$ cat config.mk
export PLATFORM = sky130hd
export DESIGN_NAME = fetch_unit
export DESIGN_NICKNAME = d
export VERILOG_FILES = /design/src/rtl/riscv_pkg.sv /design/src/rtl/fetch_fifo.sv /design/src/rtl/fetch_unit.sv
export SDC_FILE = /design/constraint.sdc
export NUM_CORES = 1
export LEC_CHECK = 0
export BUFFER_PORTS_ARGS = -buffer_cell sky130_fd_sc_hd__buf_2
export CORE_MARGIN = 5
export CORE_UTILIZATION = 55
export DETAILED_ROUTE_END_ITERATION = 10
export GPL_TIMING_DRIVEN = 0
export PLACE_DENSITY = 0.75
export SETUP_SLACK_MARGIN = 0.2
export SYNTH_ARGS = -nofsm -noshare
export SYNTH_HDL_FRONTEND = slang
export SYNTH_SLANG_ARGS = --single-unit
$ cat constraint.sdc
create_clock -name clk -period 5.4 [get_ports clk]
set_input_delay 1.08 -clock clk [delete_from_list [all_inputs] [get_ports clk]]
set_output_delay 1.08 -clock clk [all_outputs]
set_load 0.01 [all_outputs]
$ cat src/rtl/riscv_pkg.sv
// Shared fetch-stage types and constants.
package riscv_pkg;

    localparam int unsigned     XLEN        = 32;
    localparam int unsigned     INSTR_WIDTH = 32;
    localparam logic [XLEN-1:0] RESET_PC    = 32'h0000_0000;
    localparam logic [31:0]     NOP_INSTR   = 32'h0000_0013;

    typedef enum logic {
        S_IDLE = 1'b0,
        S_RUN  = 1'b1
    } fetch_state_t;

    function automatic logic [XLEN-1:0] word_align(input logic [XLEN-1:0] addr);
        return {addr[XLEN-1:2], 2'b00};
    endfunction

endpackage

$ cat src/rtl/fetch_fifo.sv
// Synchronous FIFO with flush, used for the fetch queue and the request PC tag queue.
module fetch_fifo #(
    parameter int unsigned WIDTH = 32,
    parameter int unsigned DEPTH = 4
) (
    input  logic                       clk,
    input  logic                       rst_n,
    input  logic                       flush_i,
    input  logic                       push_i,
    input  logic                       pop_i,
    input  logic [WIDTH-1:0]           data_i,
    output logic [WIDTH-1:0]           data_o,
    output logic [$clog2(DEPTH+1)-1:0] count_o
);
    localparam int unsigned   AW   = (DEPTH > 1) ? $clog2(DEPTH) : 1;
    localparam int unsigned   CW   = $clog2(DEPTH + 1);
    localparam logic [AW-1:0] LAST = AW'(DEPTH - 1);

    logic [WIDTH-1:0] mem_q [DEPTH];
    logic [AW-1:0]    rd_ptr_q, rd_ptr_d;
    logic [AW-1:0]    wr_ptr_q, wr_ptr_d;
    logic [CW-1:0]    count_q, count_d;
    logic             do_push, do_pop;

    // A full FIFO still accepts a push when the head leaves in the same cycle.
    assign do_pop  = pop_i && (count_q != '0);
    assign do_push = push_i && ((count_q != CW'(DEPTH)) || do_pop);

    always_comb begin
        rd_ptr_d = rd_ptr_q;
        wr_ptr_d = wr_ptr_q;
        count_d  = count_q;
        if (flush_i) begin
            rd_ptr_d = '0;
            wr_ptr_d = '0;
            count_d  = '0;
        end else begin
            if (do_push) wr_ptr_d = (wr_ptr_q == LAST) ? '0 : wr_ptr_q + AW'(1);
            if (do_pop)  rd_ptr_d = (rd_ptr_q == LAST) ? '0 : rd_ptr_q + AW'(1);
            case ({do_push, do_pop})
                2'b10:   count_d = count_q + CW'(1);
                2'b01:   count_d = count_q - CW'(1);
                default: count_d = count_q;
            endcase
        end
    end

    always_ff @(posedge clk or negedge rst_n) begin
        if (!rst_n) begin
            rd_ptr_q <= '0;
            wr_ptr_q <= '0;
            count_q  <= '0;
        end else begin
            rd_ptr_q <= rd_ptr_d;
            wr_ptr_q <= wr_ptr_d;
            count_q  <= count_d;
        end
    end

    always_ff @(posedge clk) begin
        if (do_push && !flush_i) mem_q[wr_ptr_q] <= data_i;
    end

    assign data_o  = (count_q != '0) ? mem_q[rd_ptr_q] : '0;
    assign count_o = count_q;

endmodule

$ cat src/rtl/fetch_unit.sv
// Instruction fetch stage: PC, imem requests, in-order fetch queue, redirect flush.
// Optional FETCH_PERF_EN adds stall and flush performance counters.
module fetch_unit
    import riscv_pkg::*;
#(
    parameter int unsigned INSTR_WIDTH = riscv_pkg::INSTR_WIDTH,
    parameter logic [31:0] RESET_PC    = riscv_pkg::RESET_PC,
    parameter int unsigned FQ_DEPTH    = 4,
    parameter int unsigned MAX_OUTST   = 4
) (
    input  logic                   clk,
    input  logic                   rst_n,
    input  logic                   fetch_en,
    input  logic                   redirect,
    input  logic [XLEN-1:0]        redirect_pc,
    output logic                   imem_req,
    input  logic                   imem_gnt,
    output logic [XLEN-1:0]        imem_addr,
    input  logic                   imem_rvalid,
    input  logic [INSTR_WIDTH-1:0] imem_rdata,
    output logic                   instr_valid,
    input  logic                   instr_ready,
    output logic [INSTR_WIDTH-1:0] instr,
    output logic [XLEN-1:0]        instr_pc
`ifdef FETCH_PERF_EN
    ,
    output logic [31:0]            perf_stall_cnt,
    output logic [15:0]            perf_flush_cnt
`endif
);
    localparam int unsigned QCW = $clog2(FQ_DEPTH + 1);
    localparam int unsigned OW  = $clog2(MAX_OUTST + 1);

    fetch_state_t                  state_q;
    logic [XLEN-1:0]               pc_q, pc_d;
    logic [OW-1:0]                 drop_q, drop_d;
    logic [OW-1:0]                 outst;
    logic [OW-1:0]                 tag_count;
    logic [QCW-1:0]                fq_count;
    logic [XLEN-1:0]               tag_pc;
    logic [INSTR_WIDTH+XLEN-1:0]   fq_head;
    logic                          grant, rsp_keep, fq_pop;

    // Live requests sit in the tag FIFO; stale ones are tracked only by drop_q.
    assign outst = tag_count + drop_q;

    assign imem_req = (state_q == S_RUN) && !redirect
                    && ((32'(fq_count) + 32'(outst)) < FQ_DEPTH)
                    && (32'(outst) < MAX_OUTST);
    assign imem_addr = pc_q;
    assign grant     = imem_req && imem_gnt;
    assign rsp_keep  = imem_rvalid && (drop_q == '0) && !redirect;

    assign instr_valid = (fq_count != '0);
    assign fq_pop      = instr_valid && instr_ready;
    assign instr       = fq_head[INSTR_WIDTH+XLEN-1:XLEN];
    assign instr_pc    = fq_head[XLEN-1:0];

    always_comb begin
        pc_d   = pc_q;
        drop_d = drop_q;
        if (grant) pc_d = pc_q + 32'd4;
        if (imem_rvalid && (drop_q != '0)) drop_d = drop_q - OW'(1);
        if (redirect) begin
            pc_d   = word_align(redirect_pc);
            // Everything still in flight after this cycle belongs to the old stream.
            drop_d = outst - OW'(imem_rvalid);
        end
    end

    always_ff @(posedge clk or negedge rst_n) begin
        if (!rst_n) begin
            state_q <= S_IDLE;
            pc_q    <= RESET_PC;
            drop_q  <= '0;
        end else begin
            case (state_q)
                S_IDLE:  if (fetch_en)  state_q <= S_RUN;
                S_RUN:   if (!fetch_en) state_q <= S_IDLE;
                default: state_q <= S_IDLE;
            endcase
            pc_q   <= pc_d;
            drop_q <= drop_d;
        end
    end

    fetch_fifo #(
        .WIDTH (INSTR_WIDTH + XLEN),
        .DEPTH (FQ_DEPTH)
    ) u_instr_q (
        .clk     (clk),
        .rst_n   (rst_n),
        .flush_i (redirect),
        .push_i  (rsp_keep),
        .pop_i   (fq_pop),
        .data_i  ({imem_rdata, tag_pc}),
        .data_o  (fq_head),
        .count_o (fq_count)
    );

    fetch_fifo #(
        .WIDTH (XLEN),
        .DEPTH (MAX_OUTST)
    ) u_tag_q (
        .clk     (clk),
        .rst_n   (rst_n),
        .flush_i (redirect),
        .push_i  (grant),
        .pop_i   (rsp_keep),
        .data_i  (pc_q),
        .data_o  (tag_pc),
        .count_o (tag_count)
    );

`ifdef FETCH_PERF_EN
    logic [31:0] stall_q;
    logic [15:0] flush_q;

    always_ff @(posedge clk or negedge rst_n) begin
        if (!rst_n) begin
            stall_q <= '0;
            flush_q <= '0;
        end else begin
            if ((state_q == S_RUN) && !fq_pop && (stall_q != '1)) stall_q <= stall_q + 32'd1;
            if (redirect) flush_q <= flush_q + 16'd1;
        end
    end

    assign perf_stall_cnt = stall_q;
    assign perf_flush_cnt = flush_q;
`endif

endmodule
After elaboration in Yosys (flattened, before gate mapping)
Memory sizes are Yosys's and may differ from the RTL's.
Cells that the tools add are included.
- output and inout bits: 98
- input bits: 71
- memories: 2
- RAM bits: 384
- bits in registers: 50
- word-level logic and storage cells: 92
- memories (name ; words ; width ; rd ports ; clocked after Yosys merged registers in ; write ports ; line ; text):
    u_instr_q.mem_q ; 4 ; 64 ; 1 ; 0 ; 1 ; fetch_fifo.sv:19 ; logic [WIDTH-1:0] mem_q [DEPTH];
    u_tag_q.mem_q ; 4 ; 32 ; 1 ; 0 ; 1 ; fetch_fifo.sv:19 ;
- eq/ne operators: 10
- mux-type cells: 27
- reductions and logical operators: 29
- $lt $le $gt $ge: 2
- $add $sub $neg: 13
- operators with widths (kind ; count):
    $mux W32 ; 3
    $mux W64 ; 1
    $add A32 B3 Y32 const B ; 1
    $mux W2 ; 12
    $reduce_bool A3 Y1 ; 5
    $logic_and A1 B1 Y1 ; 14
    $eq A2 B2 Y1 const B ; 6
    $mux W3 ; 4
    $pmux W3 S2 ; 2
    $reduce_bool A2 Y1 ; 6
    $sub A3 B1 Y3 const B ; 3
    $add A2 B1 Y2 const B ; 4
    $add A3 B1 Y3 const B ; 2
    $ne A3 B3 Y1 const B ; 2
    $mux W1 ; 5
    $add A3 B3 Y4 ; 1
    $eq A2 B1 Y1 const B ; 2
    $lt A4 B3 Y1 const B ; 1
    $add A3 B3 Y3 ; 1
    $logic_not A3 Y1 ; 1
    $lt A3 B3 Y1 const B ; 1
    $sub A3 B1 Y3 ; 1
    $logic_or A1 B1 Y1 ; 2
    $logic_not A1 Y1 ; 1

Depth between registers and ports, before layout
Gate-level depths: netlist (run 1).
- depth in word-level cells: 10
- mapped depth: 12
- gate-level depth less buffers: 11

By module
Synthesis (run 1) repeated with hierarchy kept, for this count alone.
- cell total of the unflattened synthesis: 972
- area, all modules: 17813.3 um2
- modules (own cells, without submodules) (module ; sequential area each (um2) ; area each (um2) ; times used ; cells an instance):
    fetch_fifo at u_instr_q ; 7862.5 ; 10202.3 ; 1 ; 466
    fetch_fifo at u_tag_q ; 4018.9 ; 5385.2 ; 1 ; 264
    fetch_unit ; 850.8 ; 2225.9 ; 1 ; 242

Worst setup path after synthesis (run 1)
OpenSTA, ideal clock, no wires.
- kind: reg-to-reg
- from: register u_tag_q.count_q[0] (netlist: u_tag_q.count_o[0])
- to: memory u_tag_q.mem_q[6][10] (netlist: u_tag_q.mem_q[3][10]), enable pin
- setup slack: 1.092 ns
- arrival: 3.918 ns
- setup time: 0.390 ns
- data required time: 5.010 ns
- path buffers: 1
- clock period less this slack: 4.308 ns
- stages on the path, launching flop included: 10
- path through: dfrtp_1 -> ha_1 -> fa_1 -> xor3_2 -> ha_1 -> or3b_2 -> or4_4 -> buf_6 -> a31oi_2 -> and2_1
- longest elaborated chain between the ends: 10
- elaborated cells between the ends (all ways): 15
- classes of those cells: 2 x add/sub; 2 x order compare; 1 x eq/ne; 2 x mux; 8 x reduce/logical
- ends and longest elaborated chain (element ; line ; text):
    start, declared ; fetch_fifo.sv:22 ; logic [CW-1:0] count_q, count_d;
    start signal, assigned ; fetch_fifo.sv:56 ; count_q <= count_d;
    $add A3 B3 Y3 ; fetch_unit.sv:45 ; assign outst = tag_count + drop_q;
    $add A3 B3 Y4 ; fetch_unit.sv:48 ; && ((32'(fq_count) + 32'(outst)) < FQ_DEPTH)
    $lt A4 B3 Y1 ; fetch_unit.sv:48 ;
    $logic_and A1 B1 Y1 ; fetch_unit.sv:48 ;
    $logic_and A1 B1 Y1 ; fetch_unit.sv:49 ; && (32'(outst) < MAX_OUTST);
    $logic_and A1 B1 Y1 ; fetch_unit.sv:51 ; assign grant = imem_req && imem_gnt;
    $logic_and A1 B1 Y1 (*) ; fetch_fifo.sv:27 ; assign do_push = push_i && ((count_q != CW'(DEPTH)) || do_pop);
    $logic_and A1 B1 Y1 (*) ; fetch_fifo.sv:61 ; if (do_push && !flush_i) mem_q[wr_ptr_q] <= data_i;
    $mux W1 (*) ; fetch_fifo.sv:61 ;
    $mux W1 (not written as such) (*) ; fetch_fifo.sv:61 ;
    end, declared ; fetch_fifo.sv:19 ;
Mark *: on every way between the ends. The rest lies on a longest branch, timed or not.

Final worst setup path (run 1)
- from: register u_tag_q.count_q[0] (netlist: u_tag_q.count_o[0])
- to: output port imem_req
- longest elaborated chain between the ends: 5
- elaborated cells between the ends (all ways): 6
- classes of those cells: 2 x add/sub; 2 x order compare; 2 x reduce/logical
- ends and longest elaborated chain (element ; line ; text):
    $add A3 B3 Y3 (*) ; fetch_unit.sv:45 ;
    $add A3 B3 Y4 ; fetch_unit.sv:48 ;
    $lt A4 B3 Y1 ; fetch_unit.sv:48 ;
    $logic_and A1 B1 Y1 ; fetch_unit.sv:48 ;
    $logic_and A1 B1 Y1 (*) ; fetch_unit.sv:49 ;
    end, declared ; fetch_unit.sv:16 ; output logic imem_req,
Marks and branches as above.

==> metrics.txt, run 1 <==
CTS Buf Count 42; Mapped Avg Cell Area 18.21 µm²; total power 8.630 mW; Startpoint Class flip-flop; multiplexer share of the synthesized area 12.42%; first-pass GRT wire length 54180 µm; crit path DAT 3570 ps; Die Footprint 34740 µm²; crit share post-route 86.19%; measured slew at the worst slew-check pin 1198 ps; gr usage total 19.51%; Die W 186.4 µm; Die Height 186.4 µm; Clock Pin Slew Worst Setup and Hold Paths 60 ps; Core Area 30670 µm²; skew final 8.179 ps; sequential fraction of the synthesis area 72.29%; Layout area overhead 16.54%; worst hold path type flip-flop to flip-flop; crit path max fanout 6; Async S/R FF share, synth 11.43%; Synth Area in Simple Gates 7.808%; initial detailed-routing violation count 720; Crit Path Class flip-flop to output pin; Max IR drop VDD 0.2115 mV; Slew Viols, Final 0; xor and xnor area share after synthesis 0.7603%; post-synthesis cell type count 58; final setup violation count 0; worst r2r dst u_tag_q.mem_q[0][15]$_DFFE_PP_; post-route insts no fill 1583; warning count from the yosys run 0; CP endpoint imem_req; slew margin rel. 20.12%; status finished clean; number of placed instances, taps included 1508; Synth Area in Adders 1.594%; vias per cell 5.783; Clock H-tree levels 2; register bit total from synthesis 420; worst reg-to-reg setup slack 940 ps; DRC 0; initial antenna violation count 0; setup TNS 0 ps; clock buffer depth 3; Post-Synthesis Cells 940; TritonCTS clock tree built; number of cells on the worst reg-to-reg path 9; port bufs 163; gr ovfl total 0; drt first pass iters 6; worst endpoint required time 4320 ps; CTS Hold Bufs 0; initial cell density of the core 55.80%; DP HPWL 21560 µm; CP startpoint u_tag_q.count_o[0]$_DFFE_PN0P_; complex-gate fraction of the synthesized area 3.305%; synthesized area 17110 µm²; total wire length 33940 µm; DP Worst Slack 921.0 ps; layout cells sized above 1 29.82%; post-CTS sizing 0; MaxCap Viol Count 0; Skew-Pair Late Insertion Delay 520 ps; Placer Congestion 0.8443; setup ws final 745.8 ps; Avg WL per Cell 21.44 µm; Vias 9155; IO Pins 169; Worst setup EP type output pin; final-stage net count 1247; endpoints failing hold 0; reg2reg start u_tag_q.count_o[0]$_DFFE_PN0P_; pwr dens 432.7 nW/µm²; CTS root buffer clkbuf_16; largest family of logic cells by synthesized area multiplexers; vias in the first global route 9566; RSZ-0062 raised after global routing false; num rows 64; fin crit period 4654 ps; Leakage 6.992 nW; final-layout fill cell count 2122; Fmax 214.9 MHz; clock sink count 420; number of synthesized flops with an enable pin 372; main flop type after synthesis edfxtp_1; Setup Buffers After CTS 0; # diodes 0; largest net degree at the start of global routing 61; Post-DRT Antenna Nets 0
## flip-flops by register name (all words and copies together) (netlist names)
register,count
imem_addr,30
u_instr_q.rd_ptr_q,2
u_instr_q.mem_q,252
state_q,1
u_instr_q.wr_ptr_q,2
drop_q,3
u_instr_q.count_o,3
u_tag_q.mem_q,120
u_tag_q.rd_ptr_q,2
u_tag_q.count_o,3
u_tag_q.wr_ptr_q,2
## how the worst min path moves through the flow
stage | startpoint | end | slack (ps) | cells past startpoint
global route | u_tag_q.wr_ptr_q[0]$_DFFE_PN0P_ | u_tag_q.wr_ptr_q[0]$_DFFE_PN0P_ | 650 | 3
detailed placement | u_tag_q.wr_ptr_q[0]$_DFFE_PN0P_ | u_tag_q.wr_ptr_q[0]$_DFFE_PN0P_ | 610 | 3
CTS | u_tag_q.wr_ptr_q[0]$_DFFE_PN0P_ | u_tag_q.wr_ptr_q[0]$_DFFE_PN0P_ | 620 | 3
global placement | u_tag_q.wr_ptr_q[0]$_DFFE_PN0P_ | u_tag_q.wr_ptr_q[0]$_DFFE_PN0P_ | 590 | 3
floorplan | u_tag_q.count_o[0]$_DFFE_PN0P_ | u_tag_q.count_o[0]$_DFFE_PN0P_ | 560 | 1
finish | u_tag_q.wr_ptr_q[0]$_DFFE_PN0P_ | u_tag_q.wr_ptr_q[0]$_DFFE_PN0P_ | 610 | 3
## layout make-up
class                   count  area (µm²)  area share, %
clock buffers              54        1117          5.602
plain buffers              52       244.0          1.223
clock inverters            21       251.5          1.261
repair buffers            167       925.9          4.642
flip-flops and latches    420       12370          62.03
multi-input cells         456        4474          22.43
inverters                  17       63.81         0.3200
well taps                 396       495.5          2.484
## placed cells by master (no fill, tap or decap), types with 25 or more instances in the layout
cell	count
edfxtp_1	372
and2_1	66
dfrtp_1	48
nor2_1	27
mux4_2	93
nor2b_1	30
buf_2	169
nand2_1	48
clkbuf_16	43
o21ai_0	25
clkbuf_1	41
## layer usage
layer / share of wire [%] / global-route usage [%]
met5: 0 / 0
met1: 42 / 28.25
met2: 48 / 31.47
met4: 2.0 / 4.433
met3: 7.9 / 3.756
## power by group
group          leakage (nW)  internal, mW  total (mW)  switching [mW]
Combinational          2.33         0.789        1.80            1.01
Clock                 0.673          1.75        2.89            1.15
Sequential             3.98          3.79        3.94           0.146
Total                  6.99          6.33        8.63            2.30
## logic make-up (layout without fill, tap and decap cells)
logic type                 Yosys count  count (layout)
other                                1               6
AOI/OAI and AO/OA                   81              81
muxes                               96              96
xor gates and xnor gates            13              13
buffers and inverters               69             311
adders and majority gates           20              20
and+or+nand+nor                    240             240
DFF                                420             420
## worst max-delay path, cell delays in order, from the launching register on
cell     delay (ps)
dfrtp_1         460
ha_1            230
fa_1            370
xor3_2          480
ha_1            290
or3b_2          500
or4_1           410
nor2_1          150
buf_2           160
## through the flow
| stage | utilization (%) | hold slack [ps] | cell area (µm²) |
|---|---|---|---|
| 5_1_grt | 65.03 | 645.1 | 19940 |
| 6_report | 65.03 | 614.5 | 19940 |
| 2_1_floorplan | - | 557.6 | 17130 |
| 4_1_cts | 65.01 | 616.2 | 19940 |
| 3_5_place_dp | 60.55 | 611.5 | 18570 |
| 3_3_place_gp | 60.14 | 586.5 | 18440 |
## cell usage after synthesis, drive strengths merged (4+ instances only)
cell,number,area (µm²)
edfxtp,372,11170
mux4,93,2095
and2,74,462.9
dfrtp,48,1201
nand2,48,180.2
clkbuf,30,112.6
nor2b,30,187.7
nor2,27,101.4
o21ai,25,125.1
buf,22,131.4
ha,17,212.7
inv,17,63.81
nand3,17,85.08
nand4,15,93.84
a21oi,11,55.05
o211ai,9,67.56
o311ai,8,70.07
xor2,8,70.07
and3,7,48.80
nor3,6,30.03
a31oi,5,37.53
a31o,4,35.03
nor4,4,46.29
xnor2,4,35.03
Note: power is estimated with default switching activity, not from simulation.
==> inputs of run 2 (changes only) <==
CORE_UTILIZATION = 47   (was 55)
PLACE_DENSITY = 0.66   (was 0.75)
RECOVER_POWER = 25   (was unset)
==> run 2 against run 1 <==
Effect of this change:
- global-route usage down 2.1 points
- cell count up 4.5%
- via count down 0.25%
- setup slack better by 19 ps
- flip-flop and latch count unchanged
- register-to-register slack about the same
- largest power group unchanged
- clock power up 10%
- first-iteration DRC count down 27%
- sequential power about the same
- clock skew up 0.58 ps
- count of clock-buffer cells in the layout up 5
- die area up 16%
==> metrics.txt, run 2 (synthesized netlist as in run 1, its figures left out) <==
skew final 8.756 ps (was 8.179 ps); fin crit period 4635 ps (was 4654 ps); drt first pass iters 4 (was 6); endpoints failing hold 0 (unchanged); CTS root buffer clkbuf_16 (unchanged); Most common cell on crit path ha_1 (unchanged); Setup Buffers After CTS 0 (unchanged); Max IR drop VDD 0.2261 mV (was 0.2115 mV); worst hold path type input port to asynchronous set/reset pin (was flip-flop to flip-flop); # diodes 0 (unchanged); Vias 9132 (was 9155); status finished clean (unchanged); MaxCap Viol Count 0 (unchanged); measured slew at the worst slew-check pin 1397 ps (was 1198 ps); Leakage 6.997 nW (was 6.992 nW); IO Pins 169 (unchanged); CTS Hold Bufs 0 (unchanged); gr ovfl total 0 (unchanged); Buf/Inv on CP 1 (unchanged); Core Area 35740 µm² (was 30670 µm²); Skew-Pair Late Insertion Delay 530 ps (was 520 ps); number of placed instances, taps included 1573 (was 1508); commonest non-fill, non-tap cells in the layout 372 x edfxtp_1, 140 x buf_2, 93 x mux4_2 (was 372 x edfxtp_1, 169 x buf_2, 93 x mux4_2); CP startpoint u_tag_q.count_o[0]$_DFFE_PN0P_ (unchanged); Worst setup EP type output pin (unchanged); worst endpoint required time 4320 ps (about the same); total wire length 35090 µm (was 33940 µm); setup TNS 0 ps (unchanged); RSZ-0062 raised after global routing false (unchanged); Die Height 200.8 µm (was 186.4 µm); clock buffer depth 3 (unchanged); number of cells on the worst reg-to-reg path 9 (unchanged); initial antenna violation count 1 (was 0); final-layout fill cell count 2837 (was 2122); Slew Viols, Final 0 (unchanged); CP endpoint imem_req (unchanged); Crit Path Class flip-flop to output pin (unchanged); setup ws final 764.8 ps (was 745.8 ps); Die W 200.8 µm (was 186.4 µm); most common cell after layout, fill and taps aside edfxtp_1 (unchanged); vias per cell 5.518 (was 5.783); TritonCTS clock tree built (unchanged); reg2reg start u_tag_q.count_o[0]$_DFFE_PN0P_ (unchanged); largest reg by FF count u_instr_q.mem_q (unchanged); crit path cell chain ha_1 -> fa_1 -> xor3_2 -> ha_1 -> or3b_2 -> or4_1 -> nor2_1 -> buf_2 (unchanged); layout cells sized above 1 28.06% (was 29.82%); Fmax 215.7 MHz (was 214.9 MHz); max FFs per register 252 (unchanged); slew margin rel. 6.004% (was 20.12%); Clock H-tree levels 2 (unchanged); num rows 69 (was 64); Startpoint Class flip-flop (unchanged); crit path DAT 3560 ps (was 3570 ps); Worst Hold Margin 603.1 ps (was 614.5 ps); initial detailed-routing violation count 526 (was 720); clock sink count 420 (unchanged); Layout area overhead 17.84% (was 16.54%); gr usage total 17.37% (was 19.51%); DP Worst Slack 890.2 ps (was 921.0 ps); worst reg-to-reg setup slack 940 ps (about the same); WP depth 8 (unchanged); CTS Buf Count 44 (was 42); Avg WL per Cell 21.20 µm (was 21.44 µm); Post-DRT Antenna Nets 0 (unchanged); initial cell density of the core 47.88% (was 55.80%); first-pass GRT wire length 55340 µm (was 54180 µm); total power 8.942 mW (was 8.630 mW); Clock Pin Slew Worst Setup and Hold Paths 60 ps (about the same); final-stage net count 1249 (was 1247); port bufs 163 (unchanged); post-route insts no fill 1655 (was 1583); largest net degree at the start of global routing 60 (was 61); CP delay by family, top simple AND/OR/NAND/NOR gates (unchanged); crit path max fanout 6 (unchanged); final setup violation count 0 (unchanged); worst stage delay on the critical path 500 ps (about the same); vias in the first global route 9571 (was 9566); cell at the slowest stage of the critical path or3b_2 (unchanged); DRC 0 (unchanged); pwr dens 443.4 nW/µm² (was 432.7 nW/µm²); Die Footprint 40330 µm² (was 34740 µm²); post-CTS sizing 0 (unchanged); DP HPWL 22780 µm (was 21560 µm); worst r2r dst u_tag_q.mem_q[3][28]$_DFFE_PP_ (was u_tag_q.mem_q[0][15]$_DFFE_PP_); Placer Congestion 0.7912 (was 0.8443); crit share post-route 85.84% (was 86.19%)
-- run 2: changes by cell type in the layout (fill, tap and decap cells not counted), sizes merged --
cell / change
buf: -28
clkinvlp: +2
clkinv: -4
bufinv: +3
inv: +1
clkbuf: +33
-- run 2: metrics by stage --
step | area, µm² | util [%]
3_5_place_dp | 18650 | 52.18
4_1_cts | 20200 | 56.51
2_1_floorplan | 17130 | -
3_3_place_gp | 18530 | 51.83
5_1_grt | 20170 | 56.42
6_report | 20170 | 56.42
-- run 2: report_power, final --
group | switching, mW | internal (mW) | total, mW
sequential | 0.149 | 3.79 | 3.94
clock | 1.20 | 1.99 | 3.19
combinational | 1.02 | 0.787 | 1.81
-- run 2: how the worst min path moves through the flow --
stage               slack [ps]  cells after the start                                 to                               from
floorplan                  560                      1     u_tag_q.count_o[0]$_DFFE_PN0P_     u_tag_q.count_o[0]$_DFFE_PN0P_
global placement           590                      3    u_tag_q.wr_ptr_q[0]$_DFFE_PN0P_    u_tag_q.wr_ptr_q[0]$_DFFE_PN0P_
detailed placement         610                      3    u_tag_q.rd_ptr_q[1]$_DFFE_PN0P_    u_tag_q.rd_ptr_q[0]$_DFFE_PN0P_
CTS                        620                      2  u_instr_q.wr_ptr_q[1]$_DFFE_PN0P_  u_instr_q.wr_ptr_q[1]$_DFFE_PN0P_
global route               640                      2  u_instr_q.wr_ptr_q[1]$_DFFE_PN0P_  u_instr_q.wr_ptr_q[1]$_DFFE_PN0P_
finish                     600                      1          imem_addr[30]$_DFFE_PN0N_                              rst_n
-- run 2: cell type report --
class | instances | area [µm²] | share of cell area [%]
multi-input combinational | 456 | 4468 | 22.16
tap | 461 | 576.8 | 2.860
sequential | 420 | 12370 | 61.35
timing repair buffer | 167 | 893.4 | 4.430
buffer | 52 | 244.0 | 1.210
inverter | 17 | 63.81 | 0.3164
clock buffer | 59 | 1199 | 5.944
clock inverter | 23 | 350.3 | 1.737
-- run 2: per-layer routing --
metal,share of wire (%),wire length [µm],up-vias,track usage [%]
met5,0.037,13,-,0
met4,1.6,545,2,3.540
met3,5.9,2056,46,3.021
met2,48,16800,311,28.23
met1,45,15680,4624,25.20
li1,-,-,4149,-
==> inputs of run 3 (changes only) <==
CORE_ASPECT_RATIO = 1.4   (was unset)
GPL_ROUTABILITY_DRIVEN = 0   (was unset)
==> run 3 against run 2 <==
Effect of this change:
- total power decreased by 5.6%
- fmax increased by 0.38%
- worst hold slack improved by 1.7 ps
- final area decreased by 1.3%
==> metrics.txt, run 3 (synthesized netlist as in run 1, its figures left out) <==
RSZ-0062 raised after global routing false (unchanged); Max IR drop VDD 0.2855 mV (was 0.2261 mV); gr usage total 17.05% (was 17.37%); initial detailed-routing violation count 473 (was 526); Skew-Pair Late Insertion Delay 540 ps (was 530 ps); total power 8.446 mW (was 8.942 mW); IO Pins 169 (unchanged); vias per cell 5.439 (was 5.518); Setup Buffers After CTS 0 (unchanged); worst endpoint required time 4320 ps (about the same); TritonCTS clock tree built (unchanged); Core Area 35910 µm² (was 35740 µm²); first-pass GRT wire length 53610 µm (was 55340 µm); Die Height 235.8 µm (was 200.8 µm); crit share post-route 85.51% (was 85.84%); vias in the first global route 9487 (was 9571); Final Instance Area 19910 µm² (was 20170 µm²); Layout area overhead 16.34% (was 17.84%); setup TNS 0 ps (unchanged); Die Footprint 40380 µm² (was 40330 µm²); Post-DRT Antenna Nets 0 (unchanged); endpoints failing hold 0 (unchanged); commonest non-fill, non-tap cells in the layout 372 x edfxtp_1, 140 x buf_2, 93 x mux4_2 (unchanged); skew final 13.45 ps (was 8.756 ps); Worst Hold Margin 604.8 ps (was 603.1 ps); Crit Path Class flip-flop to output pin (unchanged); Vias 8974 (was 9132); measured slew at the worst slew-check pin 1183 ps (was 1397 ps); MaxCap Viol Count 0 (unchanged); crit path max fanout 6 (unchanged); layout cells sized above 1 27.36% (was 28.06%); gr ovfl total 0 (unchanged); Slew Viols, Final 0 (unchanged); setup ws final 782.2 ps (was 764.8 ps); DRC 0 (unchanged); pwr dens 424.2 nW/µm² (was 443.4 nW/µm²); clock buffer depth 3 (unchanged); largest net degree at the start of global routing 49 (was 60); final-stage net count 1246 (was 1249); worst hold path type flip-flop to flip-flop (was input port to asynchronous set/reset pin); DP HPWL 22000 µm (was 22780 µm); port bufs 163 (unchanged); post-route insts no fill 1650 (was 1655); Die W 171.3 µm (was 200.8 µm); DP Worst Slack 859.7 ps (was 890.2 ps); number of placed instances, taps included 1574 (was 1573); most common cell after layout, fill and taps aside edfxtp_1 (unchanged); num rows 82 (was 69); CTS root buffer clkbuf_16 (unchanged); status finished clean (unchanged); Avg WL per Cell 20.52 µm (was 21.20 µm); # diodes 0 (unchanged); final setup violation count 0 (unchanged); Startpoint Class flip-flop (unchanged); slew margin rel. 21.17% (was 6.004%); max FFs per register 252 (unchanged); initial cell density of the core 47.66% (was 47.88%); Fmax 216.6 MHz (was 215.7 MHz); dpl cell area 18650 µm² (about the same); clock sink count 420 (unchanged); Core Util, Final 55.45% (was 56.42%); initial antenna violation count 0 (was 1); final-layout fill cell count 2874 (was 2837); Clock Pin Slew Worst Setup and Hold Paths 60 ps (about the same); drt first pass iters 6 (was 4); post-CTS sizing 0 (unchanged); Clock H-tree levels 2 (unchanged); Leakage 6.855 nW (was 6.997 nW); crit path DAT 3540 ps (was 3560 ps); CTS Buf Count 41 (was 44); fin crit period 4618 ps (was 4635 ps); CTS Hold Bufs 0 (unchanged); largest reg by FF count u_instr_q.mem_q (unchanged); Worst setup EP type output pin (unchanged); total wire length 33860 µm (was 35090 µm)
## run 3: worst paths after layout
path | from | end | slack [ps] | cells after the start
min in group asynchronous | rst_n | imem_addr[27]$_DFFE_PN0N_ | 770 | 1
hold reg to reg | u_tag_q.rd_ptr_q[0]$_DFFE_PN0P_ | u_tag_q.rd_ptr_q[1]$_DFFE_PN0P_ | 600 | 3
max in group asynchronous | rst_n | imem_addr[4]$_DFFE_PN0N_ | 3890 | 1
hold / removal | u_tag_q.rd_ptr_q[0]$_DFFE_PN0P_ | u_tag_q.rd_ptr_q[1]$_DFFE_PN0P_ | 600 | 3
setup reg to reg | u_tag_q.count_o[0]$_DFFE_PN0P_ | u_tag_q.mem_q[2][5]$_DFFE_PP_ | 910 | 9
setup / recovery | u_tag_q.count_o[0]$_DFFE_PN0P_ | imem_req | 780 | 8
## run 3: where the power goes
part	internal, mW	leakage [nW]	switching, mW
sequential	3.79	3.98	0.139
clock	1.56	0.616	1.16
combinational	0.786	2.25	1.01
total	6.14	6.86	2.31
## run 3: layout make-up
type	count	area [µm²]	area share [%]
inverter	17	63.81	0.3205
sequential	420	12370	62.14
clock inverter	24	178.9	0.8986
buffer	52	244.0	1.225
timing repair buffer	167	889.6	4.468
multi-input combinational	456	4474	22.47
clock buffer	52	1110	5.574
tap	462	578.1	2.903
## run 3: worst max-delay path: stages (launching register included)
cell	delay, ps
dfrtp_1	460
ha_1	230
fa_1	360
xor3_2	480
ha_1	290
or3b_2	490
or4_1	410
nor2_1	130
buf_2	150
## run 3: metal layers
metal | global-route usage, % | part of all wire, % | vias to the layer above
met2 | 29.98 | 52 | 253
met4 | 4.876 | 2.1 | 0
met5 | 0 | 0 | -
li1 | - | - | 4135
met1 | 21.78 | 41 | 4540
met3 | 2.864 | 5.3 | 46
